<file path="src/rtl/qddc_decim_v2.sv">
// qddc_decim_v2: CIC decimation back-end of the quadrature DDC.
// Trim/gain/saturate, shared-FIR I/Q mux/demux and an output FIFO.
module qddc_decim_v2 #(
   parameter int ISZ        = 16,
   parameter int OSZ        = 16,
   parameter int N          = 5,
   parameter int MAXLOG2    = 5,
   parameter int DLW        = 3,
   parameter int FIFO_DEPTH = 4
) (
   input  logic                  clk,
   input  logic                  reset,
   input  logic                  in_valid,
   input  logic signed [ISZ-1:0] in_i,
   input  logic signed [ISZ-1:0] in_q,
   input  logic [DLW-1:0]        dec_log2,
   input  logic [1:0]            gain,
   output logic                  fir_out_valid,
   output logic signed [OSZ-1:0] fir_out_data,
   input  logic                  fir_in_valid,
   input  logic signed [OSZ-1:0] fir_in_data,
   output logic                  out_valid,
   input  logic                  out_ready,
   output logic signed [OSZ-1:0] out_i,
   output logic signed [OSZ-1:0] out_q,
   output logic                  sat_flag,
   output logic                  ovf_flag,
   input  logic                  clear_flags
);
   localparam int W   = ISZ + N * MAXLOG2;
   localparam int XW  = W + 5;
   localparam int AW  = $clog2(FIFO_DEPTH);
   localparam int WUW = $clog2(N + 1);
   localparam logic signed [XW-1:0] OMAX = {{(XW-OSZ+1){1'b0}}, {(OSZ-1){1'b1}}};
   localparam logic signed [XW-1:0] OMIN = {{(XW-OSZ+1){1'b1}}, {(OSZ-1){1'b0}}};

   logic [DLW-1:0]      d_eff, d_reg;
   logic                resync;
   logic signed [W-1:0] acc_i [N];
   logic signed [W-1:0] acc_q [N];
   logic signed [W-1:0] dly_i [N];
   logic signed [W-1:0] dly_q [N];
   logic signed [W-1:0] cmb_i [N];
   logic signed [W-1:0] cmb_q [N];
   logic [N-1:0]        cmb_v;
   logic signed [W-1:0] cap_i, cap_q;
   logic                cap_v;
   logic [MAXLOG2-1:0]  cnt;
   logic                cnt_last;
   logic [WUW-1:0]      wu;
   logic                warm;
   int                  sh;
   logic [OSZ:0]        tr_i, tr_q;
   logic                sat_evt;
   logic                tr_v, mux_q;
   logic signed [OSZ-1:0] tr_di, tr_dq;
   logic                par;
   logic signed [OSZ-1:0] i_hold;
   logic signed [OSZ-1:0] mem_i [FIFO_DEPTH];
   logic signed [OSZ-1:0] mem_q [FIFO_DEPTH];
   logic [AW:0]         wp, rp;
   logic                full, empty, pop, push, wr;

   // round, shift and clip one CIC result; MSB of the result flags clipping
   function automatic logic [OSZ:0] trim(logic signed [W-1:0] v, int s);
      logic signed [XW-1:0] x;
      logic signed [XW-1:0] one;
      x   = XW'(v);
      one = XW'(1);
      if (s > 0) x = (x + (one <<< (s - 1))) >>> s;
      else       x = x <<< (-s);
      if (x > OMAX) return {1'b1, OMAX[OSZ-1:0]};
      if (x < OMIN) return {1'b1, OMIN[OSZ-1:0]};
      return {1'b0, x[OSZ-1:0]};
   endfunction

   // clamp the requested ratio into the supported range
   always_comb begin
      d_eff = dec_log2;
      if (dec_log2 == '0) d_eff = DLW'(1);
      else if (int'(dec_log2) > MAXLOG2) d_eff = DLW'(MAXLOG2);
   end

   assign resync   = (d_eff != d_reg);
   assign cnt_last = (int'(cnt) == (1 << d_reg) - 1);
   assign warm     = (int'(wu) == N);
   assign sh       = ISZ + N * int'(d_reg) - OSZ - int'(gain);
   assign tr_i     = trim(cmb_i[N-1], sh);
   assign tr_q     = trim(cmb_q[N-1], sh);
   assign sat_evt  = cmb_v[N-1] && warm && !resync && (tr_i[OSZ] || tr_q[OSZ]);

   // track the effective ratio so a change can be detected one edge later
   always_ff @(posedge clk) begin
      d_reg <= d_eff;
   end

   // integrators, decimation counter, capture and comb chain
   always_ff @(posedge clk) begin
      if (reset || resync) begin
         for (int k = 0; k < N; k++) begin
            acc_i[k] <= '0;
            acc_q[k] <= '0;
            dly_i[k] <= '0;
            dly_q[k] <= '0;
            cmb_i[k] <= '0;
            cmb_q[k] <= '0;
         end
         cnt   <= '0;
         cap_v <= 1'b0;
         cap_i <= '0;
         cap_q <= '0;
         cmb_v <= '0;
      end else begin
         if (in_valid) begin
            acc_i[0] <= acc_i[0] + W'(in_i);
            acc_q[0] <= acc_q[0] + W'(in_q);
            for (int k = 1; k < N; k++) begin
               acc_i[k] <= acc_i[k] + acc_i[k-1];
               acc_q[k] <= acc_q[k] + acc_q[k-1];
            end
            cnt <= cnt_last ? '0 : cnt + 1'b1;
         end
         cap_v <= in_valid && cnt_last;
         if (in_valid && cnt_last) begin
            cap_i <= acc_i[N-1];
            cap_q <= acc_q[N-1];
         end
         cmb_v <= {cmb_v[N-2:0], cap_v};
         if (cap_v) begin
            cmb_i[0] <= cap_i - dly_i[0];
            cmb_q[0] <= cap_q - dly_q[0];
            dly_i[0] <= cap_i;
            dly_q[0] <= cap_q;
         end
         for (int k = 1; k < N; k++) begin
            if (cmb_v[k-1]) begin
               cmb_i[k] <= cmb_i[k-1] - dly_i[k];
               cmb_q[k] <= cmb_q[k-1] - dly_q[k];
               dly_i[k] <= cmb_i[k-1];
               dly_q[k] <= cmb_q[k-1];
            end
         end
      end
   end

   // warm-up discard, registered trim and I-then-Q mux toward the FIR
   always_ff @(posedge clk) begin
      if (reset || resync) begin
         wu            <= '0;
         tr_v          <= 1'b0;
         mux_q         <= 1'b0;
         fir_out_valid <= 1'b0;
         if (reset) begin
            tr_di        <= '0;
            tr_dq        <= '0;
            fir_out_data <= '0;
         end
      end else begin
         if (cmb_v[N-1] && !warm) wu <= wu + 1'b1;
         tr_v <= cmb_v[N-1] && warm;
         if (cmb_v[N-1] && warm) begin
            tr_di <= tr_i[OSZ-1:0];
            tr_dq <= tr_q[OSZ-1:0];
         end
         fir_out_valid <= tr_v || mux_q;
         mux_q         <= tr_v;
         if (tr_v) fir_out_data <= tr_di;
         else if (mux_q) fir_out_data <= tr_dq;
      end
   end

   // FIR return parity: even word is I, odd word completes the pair
   always_ff @(posedge clk) begin
      if (reset) begin
         par    <= 1'b0;
         i_hold <= '0;
      end else if (resync) begin
         par <= 1'b0;
      end else if (fir_in_valid) begin
         par <= !par;
         if (!par) i_hold <= fir_in_data;
      end
   end

   assign empty     = (wp == rp);
   assign full      = (wp[AW] != rp[AW]) && (wp[AW-1:0] == rp[AW-1:0]);
   assign out_valid = !empty;
   assign out_i     = mem_i[rp[AW-1:0]];
   assign out_q     = mem_q[rp[AW-1:0]];
   assign pop       = out_valid && out_ready;
   assign push      = fir_in_valid && par;
   assign wr        = push && (!full || pop);

   // output FIFO; a pop frees room for a same-cycle write
   always_ff @(posedge clk) begin
      if (reset) begin
         wp <= '0;
         rp <= '0;
         for (int k = 0; k < FIFO_DEPTH; k++) begin
            mem_i[k] <= '0;
            mem_q[k] <= '0;
         end
      end else begin
         if (wr) begin
            mem_i[wp[AW-1:0]] <= i_hold;
            mem_q[wp[AW-1:0]] <= fir_in_data;
            wp <= wp + 1'b1;
         end
         if (pop) rp <= rp + 1'b1;
      end
   end

   // sticky flags; a set event beats a same-cycle clear
   always_ff @(posedge clk) begin
      if (reset) begin
         sat_flag <= 1'b0;
         ovf_flag <= 1'b0;
      end else begin
         sat_flag <= (sat_flag && !clear_flags) || sat_evt;
         ovf_flag <= (ovf_flag && !clear_flags) || (push && full && !pop);
      end
   end

endmodule

</file>
<file path="config.mk">
export PLATFORM = sky130hd
export DESIGN_NAME = qddc_decim_v2
export DESIGN_NICKNAME = d
export VERILOG_FILES = /design/src/rtl/qddc_decim_v2.sv
export SDC_FILE = /design/constraint.sdc
export NUM_CORES = 2
export LEC_CHECK = 0
export ABC_AREA = 1
export CAP_MARGIN = 40
export CORE_MARGIN = 3
export CORE_UTILIZATION = 60
export CTS_BUF_LIST = sky130_fd_sc_hd__clkbuf_8
export DETAILED_ROUTE_END_ITERATION = 7
export HOLD_SLACK_MARGIN = 0.12
export PLACE_DENSITY = 0.8
export SYNTH_ARGS = -nofsm -noshare
export SYNTH_HDL_FRONTEND = slang
export SYNTH_SLANG_ARGS = --single-unit
</file>
<file path="constraint.sdc">
create_clock -name clk -period 14.95 [get_ports clk]
set_input_delay 4.485 -clock clk [delete_from_list [all_inputs] [get_ports clk]]
set_output_delay 4.485 -clock clk [all_outputs]
set_load 0.05 [all_outputs]
</file>
Word level (Yosys, flattened, before mapping):

Memories as Yosys holds them, arrays and structs flattened. A register that Yosys moved wholly into a read port is not among the register bits.
Index checks and enable logic that the tools add are counted.
Widths: inputs -> output; s select.

* $lt $le $gt $ge: 6
* reduce and logical (&&, ||, !) cells: 35
* multiplexer cells: 92
* equality and inequality tests: 7
* $add $sub $neg: 32
* shift-type cells: 6
* bitwise logic cells: 32
* multiply operators: 1

Operators by type and width (number)
* $mux 41: 30
* $sub 41x41->41: 10
* $add 41x41->41: 8
* $mux 16: 10
* $mux 17: 8
* $add 41x46->46: 2
* $gt 46x16->1 const B: 2
* $lt 46x16->1 const B: 2
* $mux 46: 2
* $sshl 41x32->46: 2
* $sshr 46x32->46: 2
* $add 41x16->41: 2
* $sshl 2x32->46 const A: 1
* $mux 1: 33
* $eq 6x32->1: 1
* $neg 9->32: 1
* $reduce_or 16->1: 2
* $shl 1x3->32 const A: 1
* $sub 32x2->32 const B: 1
* $or 1x1->1: 30
* $logic_and 1x1->1: 13
* $mux 2: 6
* $sub 9x2->10 const B: 1
* $add 3x1->3 const B: 3
* 24 further kinds: 38

* register bits: 175
* memories: 8
* logic and storage cells: 238
* output and inout bits: 52
* bits in writable memories: 1358

Memory list
* acc_i: words 5, width 41, rd ports 5, clocked after memory_dff 0, write ports 5, RTL line 39 `logic signed [W-1:0] acc_i [N];`
* acc_q: words 5, width 41, rd ports 5, clocked after memory_dff 0, write ports 5, RTL line 40 `logic signed [W-1:0] acc_q [N];`
* cmb_i: words 5, width 41, rd ports 5, clocked after memory_dff 0, write ports 5, RTL line 43 `logic signed [W-1:0] cmb_i [N];`
* cmb_q: words 5, width 41, rd ports 5, clocked after memory_dff 0, write ports 5, RTL line 44 `logic signed [W-1:0] cmb_q [N];`
* dly_i: words 5, width 41, rd ports 5, clocked after memory_dff 0, write ports 5, RTL line 41 `logic signed [W-1:0] dly_i [N];`
* dly_q: words 5, width 41, rd ports 5, clocked after memory_dff 0, write ports 5, RTL line 42 `logic signed [W-1:0] dly_q [N];`
* 2 more memories

Longest topological paths before layout:

* word-level depth: 17
* mapped depth: 55
* depth with buffers taken out: 54

Worst setup path before layout:

Ideal clock, no wire load.

* path type: input -> register
* start: input dec_log2[1]
* end: memory acc_i[0][0] in the netlist's numbering (enable)
* arrival: 12.007 ns
* data required time: 11.992 ns
* stages: 7
* path slack: -0.015 ns
* library setup time: 2.958 ns
* buffers on the path: 0
* cells stage by stage: inv_1 -> nor2_1 -> o21ai_0 -> xor2_1 -> nand2_1 -> nor2_1 -> nand2_1

RTL lines
* start, declared: RTL line 16 `input logic [DLW-1:0] dec_log2,`
* end, declared: RTL line 39

Final worst setup path:

* start: input gain[0]
* end: register sat_flag

* longest elaborated chain between the ends: 14
* elaborated cells between the ends (all ways): 32
* classes of those cells: add/sub: 5; order compare: 5; shift: 5; mux: 14; reduce/logical: 3

Ends and longest elaborated chain
* start, declared: RTL line 17 `input logic [1:0] gain,`
* $sub 8x3->9 *: RTL line 87 `assign sh = ISZ + N * int'(d_reg) - OSZ - int'(gain);`
* $sub 9x2->10: RTL line 70 `if (s > 0) x = (x + (one <<< (s - 1))) >>> s;`
* $sshl 2x32->46: RTL line 70
* $add 41x46->46: RTL line 70
* $sshr 46x32->46: RTL line 70
* $mux 46: RTL line 70
* $lt 46x16->1: RTL line 73 `if (x < OMIN) return {1'b1, OMIN[OSZ-1:0]};`
* $mux 1 (2 in a row): RTL line 73
* $mux 17: RTL line 74 `return {1'b0, x[OSZ-1:0]};`
* $mux 17: RTL line 73
* $logic_or 1x1->1 *: RTL line 90 `assign sat_evt = cmb_v[N-1] && warm && !resync && (tr_i[OSZ] || tr_q[OSZ]);`
* $logic_and 1x1->1 *: RTL line 90
* $logic_or 1x1->1 *: RTL line 219 `sat_flag <= (sat_flag && !clear_flags) || sat_evt;`
* end signal, assigned: RTL line 219
* end, declared: RTL line 26 `output logic sat_flag,`

Every way passes the cells marked *; elsewhere a longest branch is shown, timed or not. The select of a mux whose other input is x is not followed.
A chain may end at the register's enable or synchronous reset.

==> flow_summary.ini <==
[status]
run_status = finished, violations left
failed_checks = DRC

[global_route]
grt_max_degree = 206
grt_pass1_vias = 90361
grt_pass1_wl_um = 479000
globalRoute.totalOverflow = 0
gr-usage-all-layers_pct = 32.1
grt_antenna_before_repair = 5

[synth]
synth_warnings = 0
postSynthCellCount = 14176
ys_seq_elements = 1535
mappedNetlistArea_sq_mm = 0.109
synth-seq-area-share_pct = 41.1
synth_top_cells_by_area = edfxtp_1 39%, ha_1 9.9%, nand2_1 9.6%
synthDistinctLibCells = 66
syn_nets = 15118
dominantRegCellSynth = edfxtp_1
postSynth.asyncResetShare_pct = 0
syn-mean-instance-area_sq_um = 7.69
yosysMostFrequentCell = nand2_1
synth.top_cell.area_share_pct = 38.7
synth_edf_count = 1406
synth_common_cells = 2788 x nand2_1, 2089 x inv_1, 1595 x a21oi_1, 1406 x edfxtp_1, 1362 x o21ai_0
synth_largest_area_cell = edfxtp_1

[timing]
setup_repair_after_global_routing_missed_its_margin = false
final.period_utilization_pct = 82.8
setup_total_negative_slack_ps = 0
hold_violations = 0
finalMaxSlewViolations = 0
min_period_ps = 12380
fmax_mhz = 80.8
setup_viol_count_final = 0
slew-limit-headroom_pct = 28.6
postLayoutSetupSlackWorst_ps = 2570
worst_pin_slew_ps = 1060
skew_ps = 87.7

[clock_tree]
ctsHoldBuffers = 0
post-cts-setup-buffers = 0
cts_repair_resize_count = 0
tritoncts = yes
clock_insertion_delay_worst_skew_ps = 1040
clk_pin_slew_ps = 60
cts.htree.levels = 5
cts_buffer_depth = 4
number_of_clock_buffers_inserted_by_tritoncts = 281
cts.root.buffer_cell = clkbuf_8
clkSinkCount = 1535

[route]
wire_per_inst_um = 18.1
drtPass1Iterations = 8
route.antenna.remaining_nets = 0
route.detailed.drc = 10
finalWirelength_um = 304000
avgViaCountPerCell = 5.70
dr_total_vias = 95684
drt_iter0_markers = 8503

[layout]
fin_area_sq_mm = 0.118
utilization_pct = 65.6
final_nets = 15157
drive_gt1_share_pct = 4.30
area_delta_synth_final_pct = 8.02

[die]
die_width_um = 432
start_util_pct = 60.7
placement_rows = 155
fp.dieH_um = 432
die_area_sq_mm = 0.187
design.portCount = 111
core_sq_mm = 0.180

[critical_path]
crit_required_ps = 15840
cp_max_fo = 48
endpoint_kind = flip-flop
criticalPathCategory = in2reg
crit_path_start_kind = primary input
worst_path_largest_cell_delay_ps = 730
crit_path_top_delay_cell = clkinv_1
critPathMostFrequentCell = o21ai_0
arrival_ps = 13270

[pwr]
ir_worst_vdd_uv = 102
powerDensity_mw_per_mm2 = 105
total_power_mw = 12.4
power.static_leakage_nw = 55.6

[min_path]
holdCritPathClass = reg2reg

[placement]
postPlaceCellArea_sq_mm = 0.113
place_congestion = 1.10
io_buffer_count = 110
hpwlAfterDp_um = 227000
pre_cts_ws_ps = 1820

[job]
timing.max_cap.violations = 0
-- worst paths after layout --
path | from | to | slack (ps) | depth (start not counted)
hold reg to reg | acc_i[0][185]$_SDFFCE_PN0P_ | cap_i[21]$_SDFFE_PP0P_ | 440 | 2
setup reg to reg | d_reg[2]$_DFF_P_ | tr_di[10]$_SDFFCE_PP0P_ | 6000 | 41
hold / removal | acc_i[0][185]$_SDFFCE_PN0P_ | cap_i[21]$_SDFFE_PP0P_ | 440 | 2
setup / recovery | gain[0] | sat_flag$_SDFF_PP0_ | 2570 | 33
-- layout by cell type, fill, tap and decap left out, types with 20 or more instances in the layout --
| cell type | netlist | layout |
|---|---|---|
| nand2_2 | 23 | 32 |
| o21bai_1 | 47 | 47 |
| a211oi_1 | 39 | 39 |
| a21oi_1 | 1595 | 1595 |
| nor2_1 | 1350 | 1342 |
| nand4_1 | 97 | 97 |
| fa_1 | 21 | 20 |
| a21o_1 | 25 | 25 |
| a31oi_1 | 51 | 51 |
| edfxtp_1 | 1406 | 1406 |
| a21boi_0 | 41 | 41 |
| nor3_1 | 57 | 57 |
| ha_1 | 862 | 860 |
| nor2_2 | 27 | 32 |
| o21a_1 | 92 | 92 |
| inv_2 | 25 | 26 |
| clkinv_1 | 6 | 50 |
| xor2_1 | 152 | 152 |
| xnor2_1 | 60 | 60 |
| o22ai_1 | 37 | 37 |
| o211ai_1 | 26 | 26 |
| clkinv_2 | 1 | 39 |
| dfxtp_1 | 129 | 129 |
| inv_1 | 2089 | 2163 |
| clkdlybuf4s50_1 | 0 | 110 |
| o31ai_1 | 25 | 25 |
| nand2_1 | 2788 | 2772 |
| o21ai_0 | 1362 | 1361 |
| buf_4 | 11 | 66 |
| clkbuf_8 | 0 | 311 |
| nand3_1 | 1136 | 1136 |
-- kinds of logic (layout without fill, tap and decap cells) --
family | after synthesis | in the layout | synth area share, %
AOI/OAI and AO/OA | 3406 | 3406 | 16.6
xor gates and xnor gates | 214 | 214 | 1.74
adders and majority gates | 883 | 883 | 10.3
buffers and inverters | 2572 | 2811 | 8.98
DFF | 1535 | 1535 | 41.1
muxes | 5 | 5 | 0.0459
other | 0 | 2 | 0
and+or+nand+nor | 5561 | 5561 | 21.3
-- power breakdown --
part	leakage, nW	total, mW	switching (mW)	internal [mW]
Sequential	17.5	5.04	0.137	4.90
Clock	2.98	3.77	1.74	2.02
Combinational	35.0	3.55	2.49	1.06
-- metrics by stage --
stage	std cells	hold WS [ps]
global route	16772	473
CTS	16770	441
global placement	16263	456
detailed placement	16287	457
finish	16772	439
floorplan	14176	427
-- layer usage --
metal / share of wire [%] / GRT usage, % / vias up
li1: - / - / 48077
met1: 42 / 41.3 / 43637
met2: 45 / 51.9 / 3148
met3: 6.2 / 4.79 / 818
met4: 6.3 / 18.2 / 4
met5: 0.0089 / 0 / -
-- final cells by class --
cell class / count / area [sq um]
Clock buffer: 311 / 4280
Tap cell: 2355 / 2950
Sequential cell: 1535 / 44800
Inverter: 2121 / 7970
Clock inverter: 172 / 903
Antenna cell: 2 / 5.00
Fill cell: 15451 / 61800
Timing Repair Buffer: 207 / 2290
Multi-Input combinational cell: 10069 / 54600
-- critical path, delay by kind of cell --
family / cells / cell delay, ps
AO/OA/AOI/OAI: 6 / 1860
adder cells (fa/ha/maj): 3 / 660
buffers and inverters: 9 / 3480
AND/OR/NAND/NOR: 15 / 2670
(Power assumes the default switching activity.)
